`config.mk`:
```
export PLATFORM = sky130hd
export DESIGN_NAME = multicycle_data_path
export DESIGN_NICKNAME = d
export VERILOG_FILES = /design/src/rtl/mc_defs_pkg.sv /design/src/rtl/mc_register_file.sv /design/src/rtl/multicycle_data_path.sv
export SDC_FILE = /design/constraint.sdc
export NUM_CORES = 2
export LEC_CHECK = 0
export BUFFER_PORTS_ARGS = -buffer_cell sky130_fd_sc_hd__buf_2
export CAP_MARGIN = 20
export CORE_AREA = 2 2 366 368
export DETAILED_ROUTE_END_ITERATION = 10
export DIE_AREA = 0 0 368 370
export GPL_TIMING_DRIVEN = 0
export PLACE_DENSITY = 0.74
export SYNTH_ARGS = -nofsm -noshare
export SYNTH_HDL_FRONTEND = slang
export SYNTH_SLANG_ARGS = --single-unit
export TNS_END_PERCENT = 100
```
`constraint.sdc`:
```
create_clock -name clk -period 11.5 [get_ports clk]
set_clock_uncertainty 0.15 [all_clocks]
set_input_delay 1.725 -clock clk [delete_from_list [all_inputs] [get_ports clk]]
set_output_delay 1.725 -clock clk [all_outputs]
set_load 0.02 [all_outputs]
```
`src/rtl/mc_defs_pkg.sv`:
```
// Shared opcode/func encodings, FSM states and ALU op codes for the multi-cycle datapath.
package mc_defs;

  localparam int unsigned REG_IDX_W = 5;
  localparam logic [REG_IDX_W-1:0] LINK_REG = 5'd31;

  localparam logic [5:0] OP_R    = 6'd0;
  localparam logic [5:0] OP_J    = 6'd2;
  localparam logic [5:0] OP_JAL  = 6'd3;
  localparam logic [5:0] OP_BEQ  = 6'd4;
  localparam logic [5:0] OP_ADDI = 6'd8;
  localparam logic [5:0] OP_SLTI = 6'd10;
  localparam logic [5:0] OP_LW   = 6'd35;
  localparam logic [5:0] OP_SW   = 6'd43;

  localparam logic [5:0] FN_JR  = 6'd8;
  localparam logic [5:0] FN_ADD = 6'd32;
  localparam logic [5:0] FN_SUB = 6'd34;
  localparam logic [5:0] FN_AND = 6'd36;
  localparam logic [5:0] FN_OR  = 6'd37;
  localparam logic [5:0] FN_SLT = 6'd42;

  typedef enum logic [2:0] {
    S_FETCH, S_DECODE, S_EXECUTE, S_MEMORY, S_WRITEBACK, S_HALT
  } state_t;

  typedef enum logic [2:0] {
    ALU_ADD, ALU_SUB, ALU_AND, ALU_OR, ALU_SLT
  } alu_op_t;

  // True for every opcode/func combination the datapath implements.
  function automatic logic is_legal(input logic [5:0] op, input logic [5:0] func);
    logic ok;
    ok = 1'b0;
    case (op)
      OP_R: begin
        case (func)
          FN_JR, FN_ADD, FN_SUB, FN_AND, FN_OR, FN_SLT: ok = 1'b1;
          default: ok = 1'b0;
        endcase
      end
      OP_J, OP_JAL, OP_BEQ, OP_ADDI, OP_SLTI, OP_LW, OP_SW: ok = 1'b1;
      default: ok = 1'b0;
    endcase
    return ok;
  endfunction

  function automatic alu_op_t alu_sel(input logic [5:0] op, input logic [5:0] func);
    alu_op_t sel;
    sel = ALU_ADD;
    if (op == OP_R) begin
      case (func)
        FN_SUB:  sel = ALU_SUB;
        FN_AND:  sel = ALU_AND;
        FN_OR:   sel = ALU_OR;
        FN_SLT:  sel = ALU_SLT;
        default: sel = ALU_ADD;
      endcase
    end else if (op == OP_SLTI) begin
      sel = ALU_SLT;
    end
    return sel;
  endfunction

endpackage

```
`src/rtl/mc_register_file.sv`:
```
// Architectural register file: two async read ports, one sync write port, r0 and out-of-range indices read 0.
module mc_register_file
  import mc_defs::*;
#(
  parameter int unsigned DATA_W    = 32,
  parameter int unsigned REG_COUNT = 32
) (
  input  logic                 clk,
  input  logic                 rst,
  input  logic [REG_IDX_W-1:0] ra_addr,
  output logic [DATA_W-1:0]    ra_data_c,
  input  logic [REG_IDX_W-1:0] rb_addr,
  output logic [DATA_W-1:0]    rb_data_c,
  input  logic                 wr_en,
  input  logic [REG_IDX_W-1:0] wr_addr,
  input  logic [DATA_W-1:0]    wr_data
);

  localparam int unsigned IDX_W = $clog2(REG_COUNT);

  logic [DATA_W-1:0] regs [REG_COUNT];

  function automatic logic usable(input logic [REG_IDX_W-1:0] idx);
    return (idx != '0) && ({1'b0, idx} < (REG_IDX_W + 1)'(REG_COUNT));
  endfunction

  assign ra_data_c = usable(ra_addr) ? regs[ra_addr[IDX_W-1:0]] : '0;
  assign rb_data_c = usable(rb_addr) ? regs[rb_addr[IDX_W-1:0]] : '0;

  always_ff @(posedge clk or negedge rst) begin
    if (!rst) begin
      for (int unsigned i = 0; i < REG_COUNT; i++) regs[i] <= '0;
    end else if (wr_en && usable(wr_addr)) begin
      regs[wr_addr[IDX_W-1:0]] <= wr_data;
    end
  end

endmodule

```
`src/rtl/multicycle_data_path.sv`:
```
// Multi-cycle MIPS-subset datapath with its own sequencer and a single req/ready memory port.
module multicycle_data_path
  import mc_defs::*;
#(
  parameter int unsigned       DATA_W    = 32,
  parameter int unsigned       ADDR_W    = 32,
  parameter int unsigned       REG_COUNT = 32,
  parameter logic [ADDR_W-1:0] RESET_PC  = '0
) (
  input  logic              clk,
  input  logic              rst,
  output logic              mem_req,
  output logic              mem_we,
  output logic [ADDR_W-1:0] mem_addr,
  output logic [DATA_W-1:0] mem_wdata,
  input  logic [DATA_W-1:0] mem_rdata,
  input  logic              mem_ready,
  output logic              instr_done,
  output logic              halted,
  output logic [ADDR_W-1:0] pc_out
);

  state_t            state;
  logic [ADDR_W-1:0] pc;
  logic [31:0]       ir;
  logic [DATA_W-1:0] a, b, alu_out, mdr;

  logic [5:0]           opcode, func;
  logic [REG_IDX_W-1:0] rs, rt, rd;
  logic [15:0]          imm16;
  logic [25:0]          imm26;

  assign opcode = ir[31:26];
  assign rs     = ir[25:21];
  assign rt     = ir[20:16];
  assign rd     = ir[15:11];
  assign func   = ir[5:0];
  assign imm16  = ir[15:0];
  assign imm26  = ir[25:0];
  assign pc_out = pc;

  logic [DATA_W-1:0] imm_sext, op_b, alu_res, rf_a, rf_b, wr_data;
  logic [ADDR_W-1:0] br_target, j_target, next_pc;
  logic              is_ctrl, wr_en;
  logic [REG_IDX_W-1:0] wr_addr;
  alu_op_t           alu_op;

  assign imm_sext  = {{(DATA_W-16){imm16[15]}}, imm16};
  assign br_target = pc + {{(ADDR_W-18){imm16[15]}}, imm16, 2'b00};
  assign j_target  = {pc[ADDR_W-1:28], imm26, 2'b00};
  assign is_ctrl   = (opcode == OP_BEQ) || (opcode == OP_J) || (opcode == OP_JAL) ||
                     ((opcode == OP_R) && (func == FN_JR));

  // ALU: R-type uses B, every I-type uses the sign-extended immediate.
  always_comb begin
    alu_op  = alu_sel(opcode, func);
    op_b    = (opcode == OP_R) ? b : imm_sext;
    alu_res = '0;
    case (alu_op)
      ALU_ADD: alu_res = a + op_b;
      ALU_SUB: alu_res = a - op_b;
      ALU_AND: alu_res = a & op_b;
      ALU_OR:  alu_res = a | op_b;
      ALU_SLT: alu_res = {{(DATA_W-1){1'b0}}, ($signed(a) < $signed(op_b))};
      default: alu_res = '0;
    endcase
  end

  // PC already holds the fall-through address (old PC + 4) once DECODE is reached.
  always_comb begin
    next_pc = pc;
    case (opcode)
      OP_BEQ:        next_pc = (a == b) ? br_target : pc;
      OP_J, OP_JAL:  next_pc = j_target;
      OP_R:          next_pc = ADDR_W'(a);
      default:       next_pc = pc;
    endcase
  end

  // Register write: link on jal during EXECUTE, normal results in WRITEBACK.
  always_comb begin
    wr_en   = 1'b0;
    wr_addr = (opcode == OP_R) ? rd : rt;
    wr_data = (opcode == OP_LW) ? mdr : alu_out;
    if (state == S_EXECUTE && opcode == OP_JAL) begin
      wr_en   = 1'b1;
      wr_addr = LINK_REG;
      wr_data = DATA_W'(pc);
    end else if (state == S_WRITEBACK) begin
      wr_en = 1'b1;
    end
  end

  mc_register_file #(
    .DATA_W    (DATA_W),
    .REG_COUNT (REG_COUNT)
  ) u_rf (
    .clk       (clk),
    .rst       (rst),
    .ra_addr   (rs),
    .ra_data_c (rf_a),
    .rb_addr   (rt),
    .rb_data_c (rf_b),
    .wr_en     (wr_en),
    .wr_addr   (wr_addr),
    .wr_data   (wr_data)
  );

  always_ff @(posedge clk or negedge rst) begin
    if (!rst) begin
      state      <= S_FETCH;
      pc         <= RESET_PC;
      ir         <= '0;
      a          <= '0;
      b          <= '0;
      alu_out    <= '0;
      mdr        <= '0;
      mem_req    <= 1'b0;
      mem_we     <= 1'b0;
      mem_addr   <= '0;
      mem_wdata  <= '0;
      instr_done <= 1'b0;
      halted     <= 1'b0;
    end else begin
      instr_done <= 1'b0;
      case (state)
        S_FETCH: begin
          // Only the first fetch after reset arrives here without a request already raised.
          if (!mem_req) begin
            mem_req  <= 1'b1;
            mem_we   <= 1'b0;
            mem_addr <= pc;
          end else if (mem_ready) begin
            mem_req <= 1'b0;
            ir      <= mem_rdata[31:0];
            pc      <= pc + ADDR_W'(4);
            state   <= S_DECODE;
          end
        end
        S_DECODE: begin
          a <= rf_a;
          b <= rf_b;
          if (is_legal(opcode, func)) begin
            state <= S_EXECUTE;
          end else begin
            halted <= 1'b1;
            state  <= S_HALT;
          end
        end
        S_EXECUTE: begin
          alu_out <= alu_res;
          if (is_ctrl) begin
            pc         <= next_pc;
            mem_req    <= 1'b1;
            mem_we     <= 1'b0;
            mem_addr   <= next_pc;
            instr_done <= 1'b1;
            state      <= S_FETCH;
          end else if (opcode == OP_LW || opcode == OP_SW) begin
            mem_req   <= 1'b1;
            mem_we    <= (opcode == OP_SW);
            mem_addr  <= ADDR_W'(alu_res);
            mem_wdata <= b;
            state     <= S_MEMORY;
          end else begin
            state <= S_WRITEBACK;
          end
        end
        S_MEMORY: begin
          if (mem_req && mem_ready) begin
            if (opcode == OP_LW) begin
              mem_req <= 1'b0;
              mdr     <= mem_rdata;
              state   <= S_WRITEBACK;
            end else begin
              mem_req    <= 1'b1;
              mem_we     <= 1'b0;
              mem_addr   <= pc;
              instr_done <= 1'b1;
              state      <= S_FETCH;
            end
          end
        end
        S_WRITEBACK: begin
          mem_req    <= 1'b1;
          mem_we     <= 1'b0;
          mem_addr   <= pc;
          instr_done <= 1'b1;
          state      <= S_FETCH;
        end
        S_HALT: begin
          halted <= 1'b1;
        end
        default: state <= S_HALT;
      endcase
    end
  end

endmodule

```
Word level (Yosys, flattened, before mapping). Index checks and enable logic that the tools add are counted.

Register bits: 1287. Input bits: 35.

$add $sub $neg: 4. Order comparisons: 5. Eq/ne operators: 31. Mux-type cells: 63. Bitwise gates (word level): 7. Reductions and logical operators: 29.

Operators by type and width (count): 1024-bit bitwise mux (1); 32-bit two-way mux (19); 32-bit binary-select mux with 5-bit select (2); 32-bit demux with 5-bit select (1); 32-bit case mux with 5 select lines (1); 32-bit case mux with 4 select lines (1); 32-bit case mux with 3 select lines (1); 32-bit adder (2); 32-bit case mux with 2 select lines (1); 6-bit equality test (second input constant) (7); 32-bit by 3-bit adder with 32-bit output (second input constant) (1); 32-bit AND (1); 32-bit equality test (1); 32-bit less-than comparator (1); 32-bit bitwise OR (1); 32-bit subtractor (1); 3-bit two-way mux (9); 6-bit by 4-bit equality test with 1-bit output (second input constant) (3); 6-bit greater-or-equal comparator (second input constant) (3); 1-bit two-way mux (18); 5-bit NOT with 6-bit output (3); 3-bit case mux with 6 select lines (1); 5-bit nonzero test (3); 2-bit inequality test (second input constant) (7); other kinds (26) (50).

Longest topological paths before layout.
Depth in word-level cells: 9. Mapped depth: 23. Mapped depth without buffers: 17.

Hierarchy. A second synthesis with hierarchy kept.

Cells, all modules: 5976. Area, all modules: 74318.8 µm².

By module, submodules not included: mc_register_file (instances 1, cells each 3612, area each 54758.8 µm², sequential area each 25624.6 µm²); multicycle_data_path (instances 1, cells each 2364, area each 19560.0 µm², sequential area each 6581.3 µm²).

Least setup slack after synthesis. OpenSTA, ideal clock, no wires.

Path kind: register to register. Start point: register ir[26]. End point: register mem_addr[21]. Library setup time: 0.130 ns. Data arrival time: 5.303 ns. Data required time: 11.220 ns. Path slack: 5.917 ns. Stages on the path, launching flop included: 24. Clock period less this slack: 5.583 ns. Cells stage by stage: dfrtp_1 > buf_2 > or4_1 > nor3_2 > buf_2 > buf_2 > buf_2 > clkbuf_1 > clkbuf_1 > nand2_1 > nand2_1 > inv_1 > ha_1 > buf_2 > or4_1 > or3_4 > nor4b_4 > a32oi_1 > a31oi_2 > nor2_1 > a211o_1 > a211oi_2 > mux2_2 > o21ai_1.

Cells in the longest elaborated chain, start to end: 8. Elaborated cells on any way between the ends: 33. Classes of those cells: add/sub (2); eq/ne (12); mux (8); bitwise (2); reduce/logical (9).

Ends and longest elaborated chain: from (decl) (RTL line multicycle_data_path.sv:25) `logic [31:0] ir;`; from (signal assigned) (RTL line multicycle_data_path.sv:135) `ir <= mem_rdata[31:0];`; branches (longest 8 deep; another with 32-bit subtractor); to (signal assigned) (RTL line multicycle_data_path.sv:132) `mem_addr <= pc;`; to (signal assigned) (RTL line multicycle_data_path.sv:156) `mem_addr <= next_pc;`; to (signal assigned) (RTL line multicycle_data_path.sv:162) `mem_addr <= ADDR_W'(alu_res);`; to (decl) (RTL line multicycle_data_path.sv:14) `output logic [ADDR_W-1:0] mem_addr,`.

Several ways; the timed one is not identified. The select of a mux whose other input is x is not followed. A chain may end at the register's enable or synchronous reset.

Worst setup path after layout.
Start point: register ir[26]. End point: register mem_addr[28].

Same word-level chain as after synthesis.

==> metrics.md <==
| Metric | Value |
|---|---|
| Maximum vdd ir drop | roughly 0.14 mV |
| Endpoints failing hold | 0 |
| Register Area | roughly 32000 µm² |
| Overall routed net length | around 350000 µm |
| Logic gate share of total power | 0.012 |
| Post-Syn Instances | between 7000 and 8000 |
| Largest net degree at the start of global routing | between 150 and 200 |
| Relative max-transition margin | -0.0234 |
| Worst Setup Slack, final | 2.52 ns |
| Top_reg_cell synth | dfrtp_1 |
| Vias per cell | 7.13 |
| Routed Antenna Nets | 0 |
| GPL Wtd Cong | approximately 1.1 |
| Vias post-DR | a little under 70000 |
| Core Rows | ~130 |
| Max-cap violations | 0 |
| Die width | 368 µm |
| Die ar. | 136000 µm² |
| LEAKAGE | approximately 35 nW |
| # Post-CTS Setup Buffers | 0 |
| Sw Share | 0.230 |
| Die height | between 300 and 400 µm |
| Setup TNS | 0 ns |
| First-pass GRT wire length | slightly below 500000 µm |
| Sequential-to-total area share from yosys stat | 0.438 |
| CTS Buf Count | 144 |
| Setup crit start kind | register |
| Fmax | 111 MHz |
| Violated checks | slew limit |
| Initial drt markers | approximately 11000 |
| Worst path bufs/invs | 7 |
| Initial core utilization | 0.555 |
| Crit-path cells | buf_2 -> or4_1 -> nor3_2 -> buf_2 -> buf_2 -> buf_2 -> clkbuf_1 -> clkbuf_1 -> nand2_1 -> nand2_1 -> inv_1 -> ha_1 -> nor2_1 -> a2111oi_0 -> o211ai_1 -> a21oi_1 -> o31ai_1 -> o21ai_0 -> mux2i_1 -> nor3_1 -> or3_1 -> o211ai_1 |
| HP Class | register to register |
| P_int | between 7 and 8 mW |
| Utilization after layout | 0.623 |
| CTS Root Cell | clkbuf_16 |
| Htree depth | 4 |
| Layout cells sized above 1 | 0.155 |
| Post-synth EDFFs | 0 |
| Sw Pwr | 2.21 mW |
| Synthesized area | between 70000 and 80000 µm² |
| Gr ovfl total | 0 |
| Crit path largest cell delay | 1.01 ns |
| Dpl hpwl | 263000 µm |
| Dpl ws | about 2.8 ns |
| Synth Register Bits | about 1300 |
| Net count after synthesis | roughly 7500 |
| Core box area | 132000 µm² |
| CP endpoint kind | register |
| Ys Warns | 0 |
| CP delay by family, top | simple AND/OR/NAND/NOR gates |
| Sequential Power Share | 0.472 |
| Final setup viols | 0 |
| Crit-path max FO | 10 |
| P&R area growth vs syn | 12.3% |
| Critical path type | register to register |
| Commonest non-fill, non-tap cell in the layout | dfrtp_1 |
| Hold_buf cts | 0 |
| Final nets | ~7800 |
| Number of gates resized after cts | 0 |
| Clock Tree Buf Depth | 3 |
| Clock latency on the worst-skew pair | about 0.84 ns |
| Commonest non-fill, non-tap cells in the layout | 1287 x dfrtp_1, 1058 x nand2_1, 837 x o21ai_0 |
| # IOs | about 140 |
| Period utilization | 0.781 |
| Vias in the first global route | between 60000 and 70000 |
| Initial antenna violation count | 21 |
| Slowest-stage cell, CP | a2111oi_0 |
| # DRC | 0 |
| Post-Place Cells | 9276 |
| Drt pass-1 iters | 8 |
| Register clock-pin slew on the reported worst setup and hold paths | approximately 0.060 ns |
| Max-slew violations | 2 |
| Slew @ Worst Pin | 1.54 ns |
| Finished Layout Cells | approximately 9600 |
| Clock share of power | 0.516 |
| Tot GR Track Use | 0.502 |
| Drt wl/cell | 36.3 µm |
| Worst path required time | between 10 and 15 ns |
| Port Buffers | around 130 |
| Area of the multi-input gates | 38200 µm² |
| Crit path time final | between 8 and 9 ns |
| Mean post-synth cell area | ~10 µm² |
| Arrival time worst endpoint | ~9.5 ns |
| Total power | ~9.6 mW |
| Power Density | 116 nW/µm² |
| CP dominant cell by count | buf_2 |
| Fillers | between 10000 and 15000 |
| Clock Sinks | between 1000 and 1500 |
| CTS tree | yes |
| Status | finished, violations left |
| Post-synth cell types | between 90 and 100 |
| RSZ-0062 raised after global routing | no |
| Post-synthesis async set-or-reset flop share | 1.00 |
-- sequential cells by signal, summed over array words and instances, names as in the netlist, 3 cells and up --
name / cells
u_rf.regs: 1024
a: 32
alu_out: 32
b: 32
ir: 32
mdr: 32
mem_addr: 32
mem_wdata: 32
pc_out: 32
state: 3
-- through the flow --
stage	instance area, µm²	hold WS (ns)
6_report	82600	0.317
5_1_grt	82500	0.339
2_1_floorplan	73500	0.295
3_5_place_dp	77300	0.307
4_1_cts	82300	0.320
3_3_place_gp	76400	0.301
-- worst paths after layout --
check,from,to,slack [ns],cells after the start
max,ir[26]$_DFFE_PN0P_,mem_addr[28]$_DFFE_PN0P_,2.52,22
min,mem_wdata[17]$_DFFE_PN0P_,mem_wdata[17]$_DFFE_PN0P_,0.32,2
max reg2reg,ir[26]$_DFFE_PN0P_,mem_addr[28]$_DFFE_PN0P_,2.52,22
min reg2reg,mem_wdata[17]$_DFFE_PN0P_,mem_wdata[17]$_DFFE_PN0P_,0.32,2
max in group asynchronous,rst,u_rf.regs[39]$_DFFE_PN0P_,7.55,5
min in group asynchronous,rst,u_rf.regs[1017]$_DFFE_PN0P_,0.64,1
-- cell type report --
class / instances / area share
Inverter: 118 / 0.00536
Sequential cell: 1287 / 0.390
Tap cell: 1768 / 0.0268
Antenna cell: 17 / 0.000515
Buffer: 656 / 0.0322
Clock inverter: 58 / 0.00977
Multi-Input combinational cell: 5256 / 0.463
Timing Repair Buffer: 205 / 0.0212
Clock buffer: 205 / 0.0508
-- cell usage after synthesis, types with 105 or more instances --
cell	count	area, µm²
o21ai_0	838	4190
inv_1	116	435
clkbuf_1	500	1880
mux4_2	262	5900
mux2_2	365	4110
dfrtp_1	1287	32200
mux2i_1	423	4230
a21oi_1	533	2670
nor3_1	105	526
nor2_1	295	1110
mux2_1	186	2090
o22ai_1	174	1090
o221ai_1	137	1200
nand2_1	1058	3970
ha_1	126	1580
-- power groups by stage --
stage	Clock, mW	Sequential (mW)	Combinational [mW]
after CTS	4.91	4.53	0.116
final	4.95	4.53	0.113
after detailed placement	0	4.61	0.116
after global routing	5.10	4.53	0.129
after global placement	0	4.62	0.105
after floorplan	0	4.61	0.000266
-- cell families after synthesis --
logic type / Yosys count / synth area share
buffers and inverters: 774 / 0.0422
DFF: 1287 / 0.438
AOI/OAI and AO/OA: 2122 / 0.169
muxes: 1236 / 0.222
xor gates and xnor gates: 64 / 0.00763
adders and majority gates: 129 / 0.0223
and+or+nand+nor: 1705 / 0.0984
-- worst reg2reg max path, stage by stage, from the launching register on --
cell and delay [ns]:
dfrtp_1 0.35, buf_2 0.16, or4_1 0.60, nor3_2 0.41, buf_2 0.37, buf_2 0.27
buf_2 0.29, clkbuf_1 0.63, clkbuf_1 0.66, nand2_1 0.14, nand2_1 0.17, inv_1 0.09
ha_1 0.44, nor2_1 0.15, a2111oi_0 1.01, o211ai_1 0.37, a21oi_1 0.43, o31ai_1 0.20
o21ai_0 0.46, mux2i_1 0.18, nor3_1 0.91, or3_1 0.27, o211ai_1 0.10
-- routing by layer --
layer | share of wire | up-vias | track usage
met5 | 0.00065 | - | 0
met4 | 0.10 | 20 | 0.404
met3 | 0.13 | 1641 | 0.180
met2 | 0.43 | 5480 | 0.740
met1 | 0.34 | 33700 | 0.595
li1 | - | 27400 | -
Note: power is estimated with default switching activity, not from simulation.
